`src/rtl/switch_port_dbnc.sv`:
```
`default_nettype none
`timescale 1ns/1ps
// ============================================================================
// Module      : switch_port_dbnc
// Description : Memory-mapped switch/button input port for the SoC bus.
//               Each input bit passes through a 2-flop synchroniser and a
//               counter debouncer. Debounced transitions set sticky W1C edge
//               flags; any flag with its enable bit set raises an interrupt.
//               Register map: 0 DATA (ro), 1 EDGE (w1c), 2 IE, 3 MODE.
// Revision    : 1.0 - initial release
// ============================================================================
module switch_port_dbnc #(
    parameter int WIDTH           = 16,
    parameter int DEBOUNCE_CYCLES = 4,
    parameter int CNT_W           = 3
) (
    input  logic             switclk,
    input  logic             switrst,
    input  logic             switchaddrcs,
    input  logic             switchread,
    input  logic             switchwrite,
    input  logic [1:0]       switchaddr,
    input  logic [15:0]      switchwdata,
    output logic [15:0]      switchrdata,
    input  logic [WIDTH-1:0] switch_i,
    output logic             switchirq
);

    localparam logic [CNT_W-1:0] c_CNT_LAST = CNT_W'(DEBOUNCE_CYCLES - 1);
    localparam logic [CNT_W-1:0] c_CNT_ONE  = CNT_W'(1);

    localparam logic [1:0] c_ADDR_DATA = 2'd0;
    localparam logic [1:0] c_ADDR_EDGE = 2'd1;
    localparam logic [1:0] c_ADDR_IE   = 2'd2;
    localparam logic [1:0] c_ADDR_MODE = 2'd3;

    // Synchroniser and debounce state
    logic [WIDTH-1:0] r_sync1;
    logic [WIDTH-1:0] r_sync2;
    logic [WIDTH-1:0] r_stable;
    logic [CNT_W-1:0] r_cnt [WIDTH];

    // CPU-visible registers
    logic [WIDTH-1:0] r_edge;
    logic [WIDTH-1:0] r_ie;
    logic [WIDTH-1:0] r_mode;

    // Combinational helpers
    logic [WIDTH-1:0] w_settle;    // bits whose debounced level flips this edge
    logic [WIDTH-1:0] w_edge_set;  // flags raised by a qualifying transition
    logic [WIDTH-1:0] w_edge_clr;  // flags cleared by a W1C write
    logic [WIDTH-1:0] w_wdata;
    logic             w_wr;
    logic             w_rd;
    logic [15:0]      w_rdata_mux;

    assign w_wr    = switchaddrcs & switchwrite;
    assign w_rd    = switchaddrcs & switchread;
    assign w_wdata = switchwdata[WIDTH-1:0];

    // A bit settles when the synchronised level has differed from the
    // debounced level for DEBOUNCE_CYCLES consecutive clocks.
    genvar gi;
    generate
        for (gi = 0; gi < WIDTH; gi++) begin : g_settle
            assign w_settle[gi] = (r_sync2[gi] != r_stable[gi]) &&
                                  (r_cnt[gi] == c_CNT_LAST);
        end
    endgenerate

    // The new level is r_sync2; a mode bit of 0 flags rising, 1 flags falling.
    assign w_edge_set = w_settle & (r_sync2 ^ r_mode);
    assign w_edge_clr = (w_wr && (switchaddr == c_ADDR_EDGE)) ? w_wdata : '0;

    // Two-flop synchroniser for the raw asynchronous switch levels
    always_ff @(negedge switclk or posedge switrst) begin
        if (switrst) begin
            r_sync1 <= '0;
            r_sync2 <= '0;
        end else begin
            r_sync1 <= switch_i;
            r_sync2 <= r_sync1;
        end
    end

    // Per-bit persistence counters; any return to the old level restarts the count
    always_ff @(negedge switclk or posedge switrst) begin
        if (switrst) begin
            for (int i = 0; i < WIDTH; i++) begin
                r_cnt[i] <= '0;
            end
        end else begin
            for (int i = 0; i < WIDTH; i++) begin
                if (r_sync2[i] == r_stable[i]) begin
                    r_cnt[i] <= '0;
                end else if (r_cnt[i] == c_CNT_LAST) begin
                    r_cnt[i] <= '0;
                end else begin
                    r_cnt[i] <= r_cnt[i] + c_CNT_ONE;
                end
            end
        end
    end

    // Debounced level flips exactly on the settling edge
    always_ff @(negedge switclk or posedge switrst) begin
        if (switrst) begin
            r_stable <= '0;
        end else begin
            r_stable <= r_stable ^ w_settle;
        end
    end

    // Sticky edge flags; a new transition wins over a same-cycle W1C clear
    always_ff @(negedge switclk or posedge switrst) begin
        if (switrst) begin
            r_edge <= '0;
        end else begin
            r_edge <= w_edge_set | (r_edge & ~w_edge_clr);
        end
    end

    // Interrupt-enable and edge-mode registers written from the bus
    always_ff @(negedge switclk or posedge switrst) begin
        if (switrst) begin
            r_ie   <= '0;
            r_mode <= '0;
        end else if (w_wr) begin
            if (switchaddr == c_ADDR_IE) begin
                r_ie <= w_wdata;
            end
            if (switchaddr == c_ADDR_MODE) begin
                r_mode <= w_wdata;
            end
        end
    end

    // Read multiplexer; unused upper bits are zero
    always_comb begin
        w_rdata_mux = '0;
        case (switchaddr)
            c_ADDR_DATA: w_rdata_mux[WIDTH-1:0] = r_stable;
            c_ADDR_EDGE: w_rdata_mux[WIDTH-1:0] = r_edge;
            c_ADDR_IE:   w_rdata_mux[WIDTH-1:0] = r_ie;
            c_ADDR_MODE: w_rdata_mux[WIDTH-1:0] = r_mode;
            default:     w_rdata_mux = '0;
        endcase
    end

    // Registered read data captures pre-write register contents and holds otherwise
    always_ff @(negedge switclk or posedge switrst) begin
        if (switrst) begin
            switchrdata <= '0;
        end else if (w_rd) begin
            switchrdata <= w_rdata_mux;
        end
    end

    // Interrupt follows enabled flags one clock later
    always_ff @(negedge switclk or posedge switrst) begin
        if (switrst) begin
            switchirq <= 1'b0;
        end else begin
            switchirq <= |(r_edge & r_ie);
        end
    end

endmodule
`default_nettype wire
```
`config.mk`:
```
export PLATFORM = sky130hd
export DESIGN_NAME = switch_port_dbnc
export DESIGN_NICKNAME = d
export VERILOG_FILES = /design/src/rtl/switch_port_dbnc.sv
export SDC_FILE = /design/constraint.sdc
export NUM_CORES = 1
export LEC_CHECK = 0
export ABC_CLOCK_PERIOD_IN_PS = 6100
export CAP_MARGIN = 20
export CORE_MARGIN = 2
export CORE_UTILIZATION = 35
export CTS_BUF_LIST = sky130_fd_sc_hd__clkbuf_8 sky130_fd_sc_hd__clkbuf_16
export DETAILED_ROUTE_END_ITERATION = 12
export SYNTH_ARGS = -nofsm -noshare
export SYNTH_HDL_FRONTEND = slang
export SYNTH_SLANG_ARGS = --single-unit
```
`constraint.sdc`:
```
create_clock -name switclk -period 6.1 [get_ports switclk]
set_clock_uncertainty 0.15 [all_clocks]
set_input_delay 1.22 -clock switclk [delete_from_list [all_inputs] [get_ports switclk]]
set_output_delay 1.22 -clock switclk [all_outputs]
set_load 0.01 [all_outputs]
```
; Word level (Yosys, flattened, before mapping)
; Cells that the tools add are included.
[classes]
add_sub_neg = 16
n_eq_ne = 51
mux = 34
bitwise = 9
n_reduce_logical = 21
[op_table]
columns = cell, n
row1 = 3-bit two-way mux, 32
row2 = 16-bit case mux with 4 select lines, 1
row3 = "3-bit by 1-bit adder with 3-bit output, second input constant", 16
row4 = 16-bit bitwise AND, 3
row5 = "3-bit by 2-bit == test with 1-bit output, second input constant", 16
row6 = 16-bit XOR, 2
row7 = 1-bit logical AND, 17
row8 = 1-bit == test, 16
row9 = 16-bit two-way mux, 1
row10 = 1-bit inequality test, 16
row11 = 16-bit inverter, 1
row12 = 16-bit bitwise OR, 1
row13 = 16-bit OR reduction, 1
row14 = "2-bit == test, second input constant", 2
row15 = 2-bit AND reduction, 2
row16 = 1-bit bitwise AND, 2
row17 = "2-bit by 1-bit == test with 1-bit output, second input constant", 1
row18 = 2-bit zero test, 1
[totals]
ff_bits = 161
inputBits = 39
output_inout_bits = 17
word_cells = 155

; Longest topological paths before layout
; Gate-level depths: netlist (run 1).
[logic_depth]
word_depth = 6
mapped_depth = 6
depth_no_buf = 4

==> out/qor.txt, run 1 <==
GRT overflow -> 0
CP arrival -> 4.46 ns
Worst-Skew Late Latency -> 0.40 ns
RSZ-0062 raised after global routing -> no
Residual DRC -> 0
critical-path cell list -> clkdlybuf4s50_1
post-synth top area cell -> dfrtn_1
area grow syn2layout -> 21.1%
Power Total -> 3.35 mW
hold wc startpoint -> r_sync1[5]
fill count -> 1678
gr usage total -> 0.141
Hold Crit Class -> flop to flop
commonest non-fill, non-tap cell in the layout -> dfrtn_1
area share of the largest cell type after synthesis -> 0.606
CP Class -> flop to primary output
Die H -> 142 um
Critical Path RT -> 4.73 ns
syn nets -> 542
num rows -> 50
DR iter-0 viols -> 181
Area after DPL -> 7520 um^2
LEAKAGE -> 3.68 nW
Pre-antenna DRT Iters -> 4
vias in the first global route -> 4303
DP HPWL -> 8810 um
Worst path slowest cell -> clkdlybuf4s50_1
clk buf depth -> 2
diodes inserted -> 0
clock tree sinks -> 161
CTS tree -> yes
largest net degree at the start of global routing -> 103
global-route wire length before repair -> 21600 um
worst-path maximum fanout -> 2
Slew Limit Fails -> 0
Max H-tree Level -> 4
EDFF count, synth -> 0
post-route cell area -> 8060 um^2
share of cells above drive strength 1 -> 0.157
Initial Utilization -> 0.356
setup bufs post-CTS -> 0
reg2reg start -> r_cnt[30]
TritonCTS Buffers -> 17
slew of the pin with the lowest slew margin -> 0.560 ns
Synth area leaders -> dfrtn_1 (61%), mux2_2 (8.1%), mux2i_1 (4.8%)
synthesized flop and latch total -> 161
post-CTS sizing -> 0
Final Hold Viols -> 0
Async S/R FF share, synth -> 1.00
# IOs -> 56
gpl congestion -> 0.723
power per standard cell area -> 416 nW/um^2
Worst Setup SP -> switchrdata[13]
routed vias -> 4038
Crit path max-delay family -> buffers and inverters
CORE AREA -> 18700 um^2
Post-Synthesis Cell Area -> 6650 um^2
chip width -> 142 um
vias per cell -> 5.03
Port Buffers -> 55
post-route ant nets -> 0
Yosys cell types -> 29
Avg WL per Cell -> 16.3 um
final WL -> 13100 um
clock transition at the registers of the reported paths -> 0.04 ns
Buf+Inv Stages, Crit Path -> 1
Syn Inst Count -> 487
CTS root buffer -> clkbuf_16
status -> finished clean
hold_buf cts -> 0
crit path launch type -> flop
Crit. End Element -> primary output
register area share after synthesis -> 0.606
maxcap violations -> 0
Die ar. -> 20100 um^2
Warnings, synthesis -> 0
CP max stage delay -> 0.55 ns
# nets final -> 612
VDD IR max -> 0.000220 V
Final setup viols -> 0
Slew headroom -> 0.627
most frequent cells in the layout -> dfrtn_1 (161), clkdlybuf4s50_1 (54), mux2_2 (48), mux2i_1 (32), nor3b_1 (32)
setup tns final -> 0 ns
Avg Synthesized Cell Area -> 13.7 um^2
initial antenna violation count -> 0
Top FF cell, synth -> dfrtn_1
## metal layers
layer | wire [um] | up-vias | GRT usage
met1 | 6360 | 2061 | 0.185
met4 | 130 | 0 | 0.0400
met2 | 6010 | 81 | 0.225
met5 | 0 | - | 0
met3 | 604 | 7 | 0.0429
li1 | - | 1889 | -
## state kept, by name (all words and copies together), names as in the netlist, named ones only
register and count:
switchrdata 16, r_ie 16, switchirq 1, r_sync2 16, r_mode 16, r_edge 16, r_sync1 16, r_cnt 48
## synth_stat cells, types with 13 or more instances
library cell  instances
dfrtn_1             161
mux2i_1              32
a22o_1               17
ha_1                 16
nor3b_1              32
o22ai_1              18
nor3_1               13
nand2_1              19
mux2_2               48
a21o_1               16
nand2b_1             26
xnor2_1              16
## power by group
group	total, mW	switching (mW)	internal [mW]
logic	0.767	0.315	0.452
clock network	0.971	0.410	0.561
registers	1.62	0.238	1.38
total	3.35	0.963	2.39
## cell type report
class                           instances  area [um^2]  area share
Tap cell                              234          293      0.0363
Timing Repair Buffer                   63          668      0.0829
Clock buffer                           18          439      0.0545
Inverter                                8         33.8     0.00419
Multi-Input combinational cell        306         2500       0.310
Sequential cell                       161         4030       0.500
Clock inverter                         12         96.3      0.0120
## logic make-up after synthesis
logic type	share of synthesized area
flops	0.606
simple gates	0.118
mux	0.129
compound gates	0.0771
buf+inv	0.0190
xor+xnor	0.0211
fa+ha+maj	0.0301
## stage by stage
step           std cells   util  hold WS (ns)  worst slack, ns
6_report             802  0.431         0.146            0.275
5_1_grt              802  0.431         0.153            0.239
4_1_cts              802  0.431         0.149            0.266
3_5_place_dp         772  0.402         0.147           0.0160
3_3_place_gp         772  0.402         0.145           0.0571
2_1_floorplan        487      -         0.142           -0.245
## worst paths after layout
| path | end | slack [ns] | cells after the start |
|---|---|---|---|
| max | switchrdata[13] | 0.27 | 1 |
| min | r_sync2[5] | 0.15 | 0 |
| max reg2reg | flop | 4.54 | 3 |
| min reg2reg | r_sync2[5] | 0.15 | 0 |
| max in group asynchronous | switchrdata[5] | 1.18 | 3 |
| min in group asynchronous | r_sync1[11] | 4.07 | 3 |
(Power assumes the default switching activity.)
==> inputs of run 2 (changes only) <==
--- a/config.mk
+++ b/config.mk
@@ -11,6 +11,7 @@
 export CORE_UTILIZATION = 35
 export CTS_BUF_LIST = sky130_fd_sc_hd__clkbuf_8 sky130_fd_sc_hd__clkbuf_16
 export DETAILED_ROUTE_END_ITERATION = 12
+export GPL_TIMING_DRIVEN = 1
 export SYNTH_ARGS = -nofsm -noshare
 export SYNTH_HDL_FRONTEND = slang
 export SYNTH_SLANG_ARGS = --single-unit
==> results of run 2 <==
Final layout, timing and power as in run 1 (identical DEF).
